$ cat src/rtl/alu_pkg.sv
// alu_pkg: opcodes and FSM encoding shared by the ALU arbiter slice.
// Flag logic elsewhere is gated by ALU_ARB_FLAGS_EN.
package alu_pkg;

  localparam logic [2:0] OP_AND  = 3'd0;
  localparam logic [2:0] OP_OR   = 3'd1;
  localparam logic [2:0] OP_XOR  = 3'd2;
  localparam logic [2:0] OP_ADD  = 3'd3;
  localparam logic [2:0] OP_SUB  = 3'd4;
  localparam logic [2:0] OP_SLT  = 3'd5;
  localparam logic [2:0] OP_NOR  = 3'd6;
  localparam logic [2:0] OP_RSVD = 3'd7;

  typedef enum logic [1:0] {
    IDLE = 2'd0,
    EXEC = 2'd1,
    RESP = 2'd2
  } state_e;

endpackage

$ cat src/rtl/alu_core.sv
// alu_core: combinational op/a/b -> result, carry, err.
// Carry logic exists only when ALU_ARB_FLAGS_EN is defined.
module alu_core
  import alu_pkg::*;
#(
  parameter int WIDTH = 32
) (
  input  logic [2:0]       op_i,
  input  logic [WIDTH-1:0] a_i,
  input  logic [WIDTH-1:0] b_i,
  output logic [WIDTH-1:0] res_o,
  output logic             carry_o,
  output logic             err_o
);

  logic [WIDTH-1:0] add_r;
  logic [WIDTH-1:0] sub_r;
  logic             cy_add;
  logic             cy_sub;

`ifdef ALU_ARB_FLAGS_EN
  logic [WIDTH:0] sum_w;
  logic [WIDTH:0] dif_w;

  // top bit of the widened difference is the unsigned borrow
  assign sum_w  = {1'b0, a_i} + {1'b0, b_i};
  assign dif_w  = {1'b0, a_i} - {1'b0, b_i};
  assign add_r  = sum_w[WIDTH-1:0];
  assign sub_r  = dif_w[WIDTH-1:0];
  assign cy_add = sum_w[WIDTH];
  assign cy_sub = dif_w[WIDTH];
`else
  assign add_r  = a_i + b_i;
  assign sub_r  = a_i - b_i;
  assign cy_add = 1'b0;
  assign cy_sub = 1'b0;
`endif

  always_comb begin
    res_o   = '0;
    carry_o = 1'b0;
    err_o   = 1'b0;
    unique case (op_i)
      OP_AND: res_o = a_i & b_i;
      OP_OR:  res_o = a_i | b_i;
      OP_XOR: res_o = a_i ^ b_i;
      OP_ADD: begin
        res_o   = add_r;
        carry_o = cy_add;
      end
      OP_SUB: begin
        res_o   = sub_r;
        carry_o = cy_sub;
      end
      OP_SLT: res_o = {{(WIDTH-1){1'b0}},
                       $signed(a_i) < $signed(b_i)};
      OP_NOR: res_o = ~(a_i | b_i);
      OP_RSVD: err_o = 1'b1;
    endcase
  end

endmodule

$ cat src/rtl/alu_arbiter.sv
// alu_arbiter: round-robin sharing of one ALU among NREQ clients.
// ALU_ARB_FLAGS_EN enables rsp_zero/rsp_carry; otherwise tied 0.
module alu_arbiter
  import alu_pkg::*;
#(
  parameter  int WIDTH = 32,
  parameter  int NREQ  = 4,
  localparam int IDW   = $clog2(NREQ)
) (
  input  logic                  clk,
  input  logic                  rst,
  input  logic [NREQ-1:0]       req_valid,
  output logic [NREQ-1:0]       req_ready,
  input  logic [3*NREQ-1:0]     req_op,
  input  logic [WIDTH*NREQ-1:0] req_a,
  input  logic [WIDTH*NREQ-1:0] req_b,
  output logic                  rsp_valid,
  input  logic                  rsp_ready,
  output logic [WIDTH-1:0]      rsp_data,
  output logic [IDW-1:0]        rsp_id,
  output logic                  rsp_err,
  output logic                  rsp_zero,
  output logic                  rsp_carry
);

  state_e state_q, state_d;

  logic [IDW-1:0]   last_q, last_d;
  logic [IDW-1:0]   id_q, id_d;
  logic [2:0]       op_q, op_d;
  logic [WIDTH-1:0] a_q, a_d;
  logic [WIDTH-1:0] b_q, b_d;

  logic [WIDTH-1:0] data_q, data_d;
  logic [IDW-1:0]   rid_q, rid_d;
  logic             err_q, err_d;
  logic             zero_q, zero_d;
  logic             cy_q, cy_d;

  logic [2:0]       op_arr [NREQ];
  logic [WIDTH-1:0] a_arr  [NREQ];
  logic [WIDTH-1:0] b_arr  [NREQ];

  logic [IDW-1:0]   pick;
  logic [IDW-1:0]   cand;
  logic             found;
  logic [NREQ-1:0]  ready_c;

  logic [WIDTH-1:0] core_res;
  logic             core_cy;
  logic             core_err;
  logic             core_zero;

  for (genvar i = 0; i < NREQ; i++) begin : g_unpack
    assign op_arr[i] = req_op[i*3 +: 3];
    assign a_arr[i]  = req_a[i*WIDTH +: WIDTH];
    assign b_arr[i]  = req_b[i*WIDTH +: WIDTH];
  end

  // walk from last_grant+1, wrapping, first valid wins
  always_comb begin
    pick  = '0;
    cand  = last_q;
    found = 1'b0;
    for (int k = 0; k < NREQ; k++) begin
      cand = (cand == IDW'(NREQ-1)) ? '0 : cand + 1'b1;
      if (!found && req_valid[cand]) begin
        found = 1'b1;
        pick  = cand;
      end
    end
  end

  alu_core #(
    .WIDTH (WIDTH)
  ) u_core (
    .op_i    (op_q),
    .a_i     (a_q),
    .b_i     (b_q),
    .res_o   (core_res),
    .carry_o (core_cy),
    .err_o   (core_err)
  );

`ifdef ALU_ARB_FLAGS_EN
  assign core_zero = (core_res == '0);
`else
  assign core_zero = 1'b0;
`endif

  always_comb begin
    state_d = state_q;
    ready_c = '0;
    last_d  = last_q;
    id_d    = id_q;
    op_d    = op_q;
    a_d     = a_q;
    b_d     = b_q;
    data_d  = data_q;
    rid_d   = rid_q;
    err_d   = err_q;
    zero_d  = zero_q;
    cy_d    = cy_q;
    unique case (state_q)
      IDLE: begin
        if (found) begin
          ready_c[pick] = 1'b1;
          last_d  = pick;
          id_d    = pick;
          op_d    = op_arr[pick];
          a_d     = a_arr[pick];
          b_d     = b_arr[pick];
          state_d = EXEC;
        end
      end
      EXEC: begin
        data_d  = core_res;
        rid_d   = id_q;
        err_d   = core_err;
        zero_d  = core_zero;
        cy_d    = core_cy;
        state_d = RESP;
      end
      RESP: begin
        if (rsp_ready) state_d = IDLE;
      end
      default: state_d = IDLE;
    endcase
  end

  // a grant seen during reset would be lost, so mask it
  assign req_ready = rst ? '0 : ready_c;

  always_ff @(posedge clk) begin
    if (rst) begin
      state_q <= IDLE;
      last_q  <= IDW'(NREQ-1);
      id_q    <= '0;
      op_q    <= '0;
      a_q     <= '0;
      b_q     <= '0;
      data_q  <= '0;
      rid_q   <= '0;
      err_q   <= 1'b0;
      zero_q  <= 1'b0;
      cy_q    <= 1'b0;
    end else begin
      state_q <= state_d;
      last_q  <= last_d;
      id_q    <= id_d;
      op_q    <= op_d;
      a_q     <= a_d;
      b_q     <= b_d;
      data_q  <= data_d;
      rid_q   <= rid_d;
      err_q   <= err_d;
      zero_q  <= zero_d;
      cy_q    <= cy_d;
    end
  end

  assign rsp_valid = (state_q == RESP);
  assign rsp_data  = data_q;
  assign rsp_id    = rid_q;
  assign rsp_err   = err_q;
  assign rsp_zero  = zero_q;
  assign rsp_carry = cy_q;

endmodule

$ cat config.mk
export PLATFORM = sky130hd
export DESIGN_NAME = alu_arbiter
export DESIGN_NICKNAME = d
export VERILOG_FILES = /design/src/rtl/alu_pkg.sv /design/src/rtl/alu_core.sv /design/src/rtl/alu_arbiter.sv
export SDC_FILE = /design/constraint.sdc
export NUM_CORES = 1
export LEC_CHECK = 0
export BUFFER_PORTS_ARGS = -buffer_cell sky130_fd_sc_hd__buf_2
export CORE_MARGIN = 1.5
export CORE_UTILIZATION = 45
export DETAILED_ROUTE_END_ITERATION = 10
export PLACE_DENSITY_LB_ADDON = 0.15
export SYNTH_ARGS = -nofsm -noshare
export SYNTH_HDL_FRONTEND = slang
export SYNTH_SLANG_ARGS = --single-unit
$ cat constraint.sdc
create_clock -name clk -period 2.9 [get_ports clk]
set_input_delay 0.435 -clock clk [delete_from_list [all_inputs] [get_ports clk]]
set_output_delay 0.435 -clock clk [all_outputs]
set_load 0.05 [all_outputs]
# == After elaboration in Yosys (flattened, before gate mapping) ==
# Index checks and enable logic that the tools add are counted.
# totals
reg_bits,108
latch_bits,0
ram_bits,0
romBits,0
inputBits,275
out_inout_bits,42
elab_cells,93
mem_count,0
# classes
addsub,6
mul,0
div,0
magnitude_cmp,8
n_eq_ne,15
n_shift,0
muxes,39
bitwise,5
reduce_logical,11
# ops
op,count
32-bit one-hot mux with 7 select lines,1
32-bit binary-select mux with 2-bit select,2
32-bit 2-to-1 mux,4
32-bit adder,1
32-bit AND,1
32-bit < comparator,1
32-bit inverter,1
32-bit bitwise OR,1
32-bit subtractor,1
32-bit bitwise XOR,1
2-bit 2-to-1 mux,10
2-bit by 3-bit < comparator with 1-bit output (second input constant),5
3-bit == test (second input constant),4
4-bit 2-to-1 mux,3
2-bit == test (second input constant),5
1-bit 2-to-1 mux,10
2-bit by 1-bit adder with 2-bit output (second input constant),4
1-bit binary-select mux with 2-bit select,4
3-bit binary-select mux with 2-bit select,1
3-bit by 2-bit == test with 1-bit output (second input constant),2
3-bit 2-to-1 mux,2
2-bit one-hot mux with 3 select lines,1
1-bit logical AND,4
2-bit AND reduction,2
11 further kinds,13

# == Longest topological paths before layout ==
# Gate-level depths: netlist of run 1.
# depth
word_depth,21
depth_mapped,12
ltp_nobuf,12

# == By module ==
# Synthesis of run 1 repeated with hierarchy kept, for this count alone.
# hier_totals
cells_unflattened,1654
area_unflattened_um2,11989.0
# modules_own_cells
mod,n_inst,cells_per_inst,area_each_um2,seq_area_each_um2
alu_arbiter,1,770,6162.2,2182.1
alu_core,1,884,5826.8,0.0

# == Worst setup path before layout of run 1 ==
# OpenSTA, ideal clock, no wires.
# synth_path
kind,reg-to-output
startpoint,reg last_q[0]
endpoint,out req_ready[2]
arrival_ns,2.353
required_time_ns,2.465
setup_slack_ns,0.112
stages_incl_launch_ff,10
n_path_buf,3
cell_sequence,dfxtp_1 -> ha_1 -> nand2b_1 -> nor2_1 -> o21ai_0 -> o211a_1 -> clkbuf_1 -> clkbuf_1 -> buf_2 -> and3_1
# synth_between
elab_chain_cells,21
elab_cells_between_ends,42
classes_between,add/sub (4); order compare (2); eq/ne (4); mux (25); reduce/logical (7)
# synth_lines
element,line_no,text
from (decl),alu_arbiter.sv:28,"logic [IDW-1:0] last_q, last_d;"
from (signal assigned),alu_arbiter.sv:137,last_q <= IDW'(NREQ-1);
from (signal assigned),alu_arbiter.sv:149,last_q <= last_d;
2-bit by 1-bit adder with 2-bit output / 2-bit == test (equally long branches),alu_arbiter.sv:66,cand = (cand == IDW'(NREQ-1)) ? '0 : cand + 1'b1;
2-bit 2-to-1 mux *,alu_arbiter.sv:66,
branches (longest 16 deep; another with 2-bit by 3-bit < comparator with 1-bit output),--,
4-bit 2-to-1 mux *,alu_arbiter.sv:106,if (found) begin
4-bit 2-to-1 mux *,alu_arbiter.sv:104,unique case (state_q)
4-bit 2-to-1 mux *,alu_arbiter.sv:132,assign req_ready = rst ? '0 : ready_c;
to (decl),alu_arbiter.sv:13,"output logic [NREQ-1:0] req_ready,"
# Every way passes the cells marked *. The select of a mux whose other input is x is not followed.

# == Worst setup path in the final report of run 1 ==
# layout_path
startpoint,reg b_q[6]
endpoint,"reg data_q[22], in the netlist rsp_data[22]"
# layout_between
elab_chain_cells,2
elab_cells_between_ends,3
classes_between,add/sub (2); mux (1)
# layout_lines
element,line_no,text
from (decl),alu_arbiter.sv:32,"logic [WIDTH-1:0] b_q, b_d;"
from (signal assigned),alu_arbiter.sv:141,b_q <= '0;
from (signal assigned),alu_arbiter.sv:153,b_q <= b_d;
32-bit subtractor / 32-bit adder (equally long branches),"alu_core.sv:34, alu_core.sv:33",
32-bit one-hot mux with 7 select lines *,alu_core.sv:43,unique case (op_i)
to (signal assigned),alu_arbiter.sv:154,data_q <= data_d;
to (decl),alu_arbiter.sv:34,"logic [WIDTH-1:0] data_q, data_d;"
# Every way passes the cells marked *; elsewhere a longest branch is shown, timed or not.
# A chain may end at the register's enable or synchronous reset.

==> results of run 1 <==
-- layout by cell type (no fill, tap or decap), types with 12 or more instances in the layout --
cell type,netlist,layout
a211oi_1,14,12
a21o_1,15,15
a21oi_1,144,135
a22oi_1,27,27
a311oi_1,71,68
and3_1,76,75
buf_2,17,310
buf_4,3,244
dfxtp_1,108,101
ha_1,99,82
inv_1,99,99
nand2_1,341,340
nand2b_1,16,16
nand3_1,22,19
nand4_1,14,14
nor2_1,149,147
nor3_1,26,23
o211ai_1,12,12
o21ai_0,63,58
o221ai_1,18,17
o22ai_1,23,23
-- repair_timing --
item | CTS | global route
buffers inserted | 4 | 8
setup endpoints to repair | 19 | 35
gates cloned | 0 | 1
endpoints found under the hold margin | 0 | 0
pin swaps | 10 | 21
gates resized for setup | 28 | 74
-- metrics by stage --
step	TNS [ns]	utilization, %	hold slack (ns)	cells	total power, mW
5_1_grt	-0.2152	63.00	0.3608	2468	13.08
6_report	0	63.00	0.3260	2468	12.34
3_3_place_gp	-0.5642	59.29	0.4305	2433	10.06
2_1_floorplan	0	-	0.4323	1679	6.775
3_5_place_dp	-1.559	59.29	0.4387	2433	10.14
4_1_cts	0	61.26	0.3245	2453	11.74
-- per-layer routing --
| metal | vias to the layer above | global-route usage (%) | wire length (um) |
|---|---|---|---|
| met2 | 735 | 52.61 | 20700 |
| met1 | 6747 | 53.61 | 22260 |
| met5 | - | 3.030 | 104 |
| met3 | 86 | 9.040 | 5212 |
| li1 | 6902 | - | - |
| met4 | 2 | 10.80 | 1244 |
-- cell usage after synthesis, drive strengths merged, types with 16 or more instances --
cell type	count
o22ai	24
buf	37
inv	99
nand2	341
a22oi	27
dfxtp	108
o21ai	67
nand3	22
nor2	152
o221ai	18
ha	99
clkbuf	100
and3	76
nor3	26
a21oi	145
nand2b	16
a311oi	71
-- critical path, stage by stage, from the launching register on --
cell      delay (ns)
dfxtp_1         0.34
inv_1           0.08
ha_4            0.25
buf_4           0.17
o21a_1          0.18
o211ai_1        0.30
a31oi_2         0.09
o211ai_1        0.37
and3_4          0.29
buf_4           0.11
o221ai_1        0.11
a21oi_1         0.33
o21ai_0         0.13
-- path summary, 6_finish.rpt --
| kind | start | depth (start not counted) | end |
|---|---|---|---|
| setup / recovery | b_q[6] | 12 | rsp_data[22] |
| setup reg to reg | b_q[6] | 12 | rsp_data[22] |
| hold reg to reg | rsp_data[10] | 2 | rsp_data[10] |
| hold / removal | rsp_ready | 3 | state_q[1] |
-- layout make-up --
type / count / area (sq um) / area share, %
flip-flops and latches: 108 / 2171 / 13.76
clock inverters: 6 / 80.08 / 0.5077
diodes: 6 / 15.01 / 0.09519
clock buffers: 10 / 239.0 / 1.515
well taps: 330 / 412.9 / 2.618
repair buffers: 574 / 3745 / 23.74
multi-input cells: 1334 / 8735 / 55.38
inverters: 100 / 375.4 / 2.380
-- state kept, by name, indices dropped and copies added (netlist names) --
register	count
op_q	3
a_q	32
rsp_id	2
last_q	2
rsp_data	32
state_q	2
rsp_err	1
id_q	2
b_q	32
-- kinds of logic (layout without fill, tap and decap cells) --
family / count (synthesis) / after routing / synth area share (%)
fa+ha+maj: 101 / 101 / 11.23
mux: 18 / 18 / 2.680
simple gates: 701 / 701 / 27.61
xor+xnor: 15 / 15 / 1.153
buf+inv: 237 / 690 / 8.228
compound gates: 497 / 497 / 30.09
other cells: 1 / 8 / 0.03292
flops: 108 / 108 / 18.98
-- power groups by stage --
| stage | Clock [mW] | Sequential, mW | Combinational, mW |
|---|---|---|---|
| final | 1.38 | 1.98 | 8.97 |
| after global routing | 1.45 | 2.01 | 9.61 |
| after CTS | 1.40 | 1.97 | 8.37 |
| after detailed placement | 0 | 2.01 | 8.14 |
| after global placement | 0 | 2.00 | 8.06 |
| after floorplan | 0 | 2.21 | 4.56 |
==> impl_metrics.yaml, run 1 <==
pwr:
  ir_drop_v: 0.0003947
  p_int_mw: 6.353
  swShare_pct: 48.50
  clock_power_share_pct: 11.2
  pwr_density_cell_mw_per_mm2: 782.1
  p_switching_mw: 5.982
  leakage_nw: 7.332
  power_frac_seq_pct: 16.1
  p_comb_share_pct: 72.7
route:
  vias_per_cell: 5.864
  routedWlPerCell_um: 20.07
  vias: 14470
  drc_errors: 0
  drt-pass1-iter-count: 6
  antenna_left: 0
  drt-initial-drc-count: 1455
  wl_um: 49520
logic_synthesis:
  synthTopCellsByArea: "dfxtp_1 (19%), nand2_1 (11%), ha_1 (11%)"
  yosys_register_bits: 108
  syn_area_sq_mm: 0.01139
  yosys_warnings: 0
  synthArstFlopShare_pct: 0
  synth_edf_count: 0
  synth-main-ff-cell: "dfxtp_1"
  synth-seq-area-share_pct: 18.98
  yosys.area.top_type: "dfxtp_1"
  syn-instance-count: 1678
  avgSynthCellArea_sq_um: 6.788
  ys_types: 87
  synth_top_cell_area_share_pct: 18.98
sta:
  finClkSkew_ns: 0.01945
  finalWorstPathRequiredPeriod_ns: 2.871
  finalHoldViolCount: 0
  slew_violations: 0
  setup_viol: 0
  period_share_pct: 98.99
  rsz0062_at_grt: "yes"
  setup_slack_ns: 0.02921
  fmax_mhz: 348.3
  worst_slew_pin_slew_ns: 0.8021
  slew_headroom_pct: 46.16
clock_network:
  cts_hold_buf: 0
  clock-root-buffer: "clkbuf_16"
  clock_sinks: 108
  h-tree-depth: 3
  numCtsBuffers: 9
  tritoncts: "built"
  clk_latency_ns: 0.38
  cts.path.max_buffers: 2
  path_clk_slew_ns: 0.09
critical_path:
  end_kind: "register"
  crit_required_ns: 3.16
  critPathArrivalTime_ns: 3.13
  critical_path_class: "register to register"
  worstPathMaxFanout: 8
  ff2ff_setup_slack_ns: 0.03
  critPathLaunchType: "register"
job:
  maxCapViolCount: 0
place:
  placed_cell_area_sq_mm: 0.01484
  place_congestion: 1.045
  dp_hpwl_um: 39270
  portBuffers: 314
  pre_cts_ws_ns: -0.3557
global_routing:
  grt_pass1_wl_um: 74960
  grt_start_max_net_pins: 106
  overflow: 0
  first_global_vias: 13280
  grt_usage_pct: 36.75
  antenna_found_initial: 6
final_layout:
  nets: 2503
  fillers: 2317
  postLayoutCellArea_sq_mm: 0.01577
  area_growth_pct: 38.48
  layout-drive-gt1-share_pct: 32.93
run_status:
  status: "complete, no violations"
floorplan:
  die_y_um: 162.1
  num_rows: 58
  initial_core_util_pct: 45.49
  die_x_um: 162.1
  core_sq_mm: 0.02504
  io_pins: 317
  die_area_sq_mm: 0.02627
hold_path:
  hp-class: "primary input to register"
(Power assumes the default switching activity.)
==> inputs of run 2 (changes only) <==
--- a/config.mk
+++ b/config.mk
@@ -6,8 +6,10 @@
 export NUM_CORES = 1
 export LEC_CHECK = 0
 export BUFFER_PORTS_ARGS = -buffer_cell sky130_fd_sc_hd__buf_2
+export CELL_PAD_IN_SITES_DETAIL_PLACEMENT = 1
+export CELL_PAD_IN_SITES_GLOBAL_PLACEMENT = 1
 export CORE_MARGIN = 1.5
-export CORE_UTILIZATION = 45
+export CORE_UTILIZATION = 34
 export DETAILED_ROUTE_END_ITERATION = 10
 export PLACE_DENSITY_LB_ADDON = 0.15
 export SYNTH_ARGS = -nofsm -noshare
==> impl_metrics.yaml, run 2 (synthesized netlist as in run 1, its figures left out) <==
global_routing:
  first_global_vias: 14580
  overflow: 0
  grt_start_max_net_pins: 72
  grt_pass1_wl_um: 85130
  grt_usage_pct: 32.36
  antenna_found_initial: 5
run_status:
  status: "complete, no violations"
floorplan:
  die_x_um: 186.0
  initial_core_util_pct: 34.74
  core_sq_mm: 0.03278
  io_pins: 317
  die_y_um: 186.0
  num_rows: 66
  die_area_sq_mm: 0.03461
critical_path:
  end_kind: "register"
  crit_required_ns: 3.21
  critPathLaunchType: "register"
  worstPathMaxFanout: 6
  critPathArrivalTime_ns: 3.16
  critical_path_class: "register to register"
route:
  antenna_left: 0
  drt-initial-drc-count: 992
  wl_um: 57140
  drc_errors: 0
  routedWlPerCell_um: 22.00
  vias: 14810
  vias_per_cell: 5.699
  drt-pass1-iter-count: 5
pwr:
  p_comb_share_pct: 74.4
  p_int_mw: 6.393
  power.total_mw: 12.75
  p_switching_mw: 6.360
  leakage_nw: 7.441
  clock_power_share_pct: 10.0
  ir_drop_v: 0.0003046
  power_frac_seq_pct: 15.6
  pwr_density_cell_mw_per_mm2: 789.0
  swShare_pct: 49.87
final_layout:
  fillers: 4304
  nets: 2522
  area_growth_pct: 41.92
  fin_util_pct: 49.31
  postLayoutCellArea_sq_mm: 0.01616
  layout-drive-gt1-share_pct: 34.54
  layout_commonest_cell: "nand2_1"
  multi_input_area_sq_mm: 0.008914
  layout_common_cells: "nand2_1 (340), buf_2 (310), buf_4 (262), nor2_1 (145), a21oi_1 (135)"
  regArea_sq_mm: 0.002175
hold_path:
  hp-class: "primary input to register"
sta:
  slew_violations: 0
  rsz0062_at_grt: "yes"
  slew_headroom_pct: 40.20
  fmax_mhz: 350.8
  finClkSkew_ns: 0.01491
  finalSetupTns_ns: 0
  worst_slew_pin_slew_ns: 0.8952
  setup_viol: 0
  finalHoldViolCount: 0
  period_share_pct: 98.31
  finalWorstPathRequiredPeriod_ns: 2.851
clock_network:
  clock-root-buffer: "clkbuf_16"
  path_clk_slew_ns: 0.08
  cts_hold_buf: 0
  h-tree-depth: 3
  clk_latency_ns: 0.38
  clock_sinks: 108
  tritoncts: "built"
  cts.path.max_buffers: 2
  numCtsBuffers: 9
place:
  placed_cell_area_sq_mm: 0.01511
  portBuffers: 314
  place_congestion: 0.9364
  dp_hpwl_um: 45550
job:
  maxCapViolCount: 0
==> run 2: cell count changes in the layout (fill, tap and decap cells not counted), moves of 3 or more <==
| cell | change |
|---|---|
| ha_2 | -5 |
| ha_4 | +4 |
| dfxtp_2 | +3 |
| buf_6 | +5 |
| a311oi_2 | +8 |
| a311oi_1 | -8 |
| dfxtp_1 | -3 |
| o21ai_0 | -3 |
| buf_4 | +18 |
==> run 2: what timing repair did <==
action | 4_1_cts | 5_1_grt
setup endpoints to repair | 33 | 32
gates resized for setup | 43 | 93
pin swaps | 14 | 30
setup buffers | 5 | 8
==> run 2: path summary, 6_finish.rpt <==
check / to / cells after the start / slack [ns] / from
setup / recovery: rsp_data[29] / 11 / 0.05 / b_q[4]
setup reg to reg: rsp_data[29] / 11 / 0.05 / b_q[4]
hold / removal: state_q[1] / 3 / 0.32 / rsp_ready
hold reg to reg: rsp_data[15] / 2 / 0.45 / rsp_data[15]
==> run 2: power by group through the flow <==
stage / logic (mW) / registers (mW) / clock network [mW]
floorplan: 4.56 / 2.21 / 0
global placement: 8.26 / 2.00 / 0
detailed placement: 8.46 / 2.01 / 0
CTS: 8.79 / 1.98 / 1.32
global route: 10.2 / 2.02 / 1.38
finish: 9.48 / 1.99 / 1.28
==> run 2: through the flow <==
stage | hold slack [ns] | std cells | setup slack [ns]
final | 0.3186 | 2598 | 0.04908
after global routing | 0.3126 | 2598 | -0.06796
after CTS | 0.2996 | 2585 | -0.002385
after detailed placement | 0.4421 | 2565 | -0.2735
after global placement | 0.4368 | 2565 | -0.1832
after floorplan | 0.4323 | 1679 | 0.1117
==> run 2: critical path: stages (launching register included) <==
cell      delay [ns]
dfxtp_1         0.34
inv_1           0.09
ha_4            0.26
and2b_1         0.23
nor2_1          0.07
a31oi_2         0.27
a41oi_2         0.24
o311ai_4        0.32
nand2_2         0.14
o41a_1          0.35
mux2_4          0.28
a211oi_2        0.19
==> run 2: per-layer routing <==
layer / global-route usage [%] / up-vias / part of all wire (%)
met5: 0 / - / 0
met4: 8.032 / 0 / 1.5
met3: 4.441 / 52 / 6.5
met2: 51.87 / 568 / 46
met1: 45.39 / 7253 / 46
li1: - / 6934 / -
==> run 2: final cells by class <==
type	instances	share of cell area, %
Tap cell	442	3.421
Inverter	100	2.322
Clock buffer	9	1.393
Sequential cell	108	13.45
Clock inverter	7	0.4102
Timing Repair Buffer	593	23.78
Antenna cell	5	0.07741
Multi-Input combinational cell	1334	55.14
==> inputs of run 3 (changes only) <==
--- a/config.mk
+++ b/config.mk
@@ -8,6 +8,7 @@
 export BUFFER_PORTS_ARGS = -buffer_cell sky130_fd_sc_hd__buf_2
 export CELL_PAD_IN_SITES_DETAIL_PLACEMENT = 1
 export CELL_PAD_IN_SITES_GLOBAL_PLACEMENT = 1
+export CORE_ASPECT_RATIO = 0.9
 export CORE_MARGIN = 1.5
 export CORE_UTILIZATION = 34
 export DETAILED_ROUTE_END_ITERATION = 10
==> constraint.sdc (replaced) <==
create_clock -name clk -period 2.9 [get_ports clk]
set_input_delay 0.58 -clock clk [delete_from_list [all_inputs] [get_ports clk]]
set_output_delay 0.58 -clock clk [all_outputs]
set_load 0.01 [all_outputs]
==> impl_metrics.yaml, run 3 (synthesized netlist as in run 1, its figures left out) <==
place:
  dpl.cell_count: 2541
  placed_cell_area_sq_mm: 0.01510
  dp_hpwl_um: 46580
  place_congestion: 0.9617
  portBuffers: 314
critical_path:
  critPathMaxStageDelay_ns: 0.60
  end_kind: "register"
  path_common_cell: "buf_4"
  crit_required_ns: 3.23
  crit_chain: "ha_4, nand2b_1, o21ai_0, and2_1, a311oi_4, buf_4, buf_4, bufbuf_16, and3_1, a311oi_1, a21oi_1, nor2_1"
  cp_slowest_cell: "a311oi_1"
  worstPathMaxFanout: 29
  critPathArrivalTime_ns: 3.18
  critPathLaunchType: "register"
  critical_path_class: "register to register"
final_layout:
  regArea_sq_mm: 0.002178
  area_growth_pct: 44.48
  fillers: 4305
  nets: 2542
  fin_cells: 2597
  layout-drive-gt1-share_pct: 35.84
  postLayoutCellArea_sq_mm: 0.01646
  layout_common_cells: "nand2_1 (340), buf_2 (315), buf_4 (275), nor2_1 (143), a21oi_1 (135)"
  layout_commonest_cell: "nand2_1"
  multi_input_area_sq_mm: 0.008984
pwr:
  ir_drop_v: 0.0003173
  pwr_density_cell_mw_per_mm2: 787.3
  power.total_mw: 12.96
  leakage_nw: 7.602
floorplan:
  die_y_um: 176.6
  die_x_um: 195.9
  die_area_sq_mm: 0.03461
  initial_core_util_pct: 34.57
  io_pins: 317
  core_sq_mm: 0.03295
  num_rows: 63
global_routing:
  antenna_found_initial: 8
  grt_pass1_wl_um: 86680
  first_global_vias: 14700
  grt_start_max_net_pins: 68
  overflow: 0
  grt_usage_pct: 32.77
sta:
  rsz0062_at_grt: "yes"
  fmax_mhz: 350.5
  finalWorstPathRequiredPeriod_ns: 2.853
  slew_violations: 0
  slew_headroom_pct: 49.31
  setup_viol: 0
  period_share_pct: 98.38
  finalHoldViolCount: 0
  hold_ws_ns: 0.4505
  worst_slew_pin_slew_ns: 0.7508
  finClkSkew_ns: 0.02053
hold_path:
  hp-class: "register to register"
job:
  maxCapViolCount: 0
route:
  wl_um: 59780
  vias: 15040
  drt-initial-drc-count: 1189
  drt-pass1-iter-count: 6
  routedWlPerCell_um: 23.02
  drc_errors: 0
  antenna_left: 0
  vias_per_cell: 5.790
clock_network:
  clk_latency_ns: 0.39
  cts.path.max_buffers: 2
  cts_hold_buf: 0
  numCtsBuffers: 9
  clock-root-buffer: "clkbuf_16"
  path_clk_slew_ns: 0.10
  clock_sinks: 108
  h-tree-depth: 3
  tritoncts: "built"
run_status:
  status: "complete, no violations"
-- run 3: power by group --
part | internal [mW] | total (mW) | switching, mW
registers | 1.77 | 2.00 | 0.225
logic | 4.22 | 9.63 | 5.41
clock network | 0.617 | 1.33 | 0.713
-- run 3: repair_timing --
item	4_1_cts	5_1_grt
endpoints found under the hold margin	0	0
setup endpoints to repair	27	69
gates resized for setup	45	107
gates cloned	2	4
setup buffers	11	19
pin swaps	15	31
-- run 3: path summary, 6_finish.rpt --
path	endpoint	cells after the start	slack [ns]	start
min reg2reg	rsp_data[14]	2	0.45	rsp_data[14]
max reg2reg	b_q[26]	12	0.05	last_q[1]
min	rsp_data[14]	2	0.45	rsp_data[14]
max	b_q[26]	12	0.05	last_q[1]
-- run 3: area by class of cell --
class | instances | area share, %
Antenna cell | 4 | 0.06083
Clock buffer | 9 | 1.369
Clock inverter | 7 | 0.4334
Inverter | 100 | 2.281
Multi-Input combinational cell | 1334 | 54.59
Sequential cell | 108 | 13.24
Tap cell | 422 | 3.209
Timing Repair Buffer | 613 | 24.82
-- run 3: routing by layer --
metal | track usage, % | part of all wire (%)
met5 | 2.279 | 0.22
met4 | 8.365 | 2.1
met3 | 7.546 | 8.3
met2 | 50.07 | 44
met1 | 46.03 | 45
-- run 3: critical path, delay by kind of cell (launching register included) --
kind / cells / cell delay (ns)
compound gates: 4 / 0.88
simple gates: 4 / 0.59
flops: 1 / 0.35
buf+inv: 3 / 0.63
fa+ha+maj: 1 / 0.33
-- run 3: metrics by stage --
step	setup TNS [ns]	utilization, %	setup slack, ns
after floorplan	0	-	0.1445
after global placement	-0.8696	45.84	-0.2234
after detailed placement	-2.177	45.84	-0.3201
after CTS	-0.01688	47.70	-0.01688
after global routing	-0.08424	49.94	-0.04907
final	0	49.94	0.04704
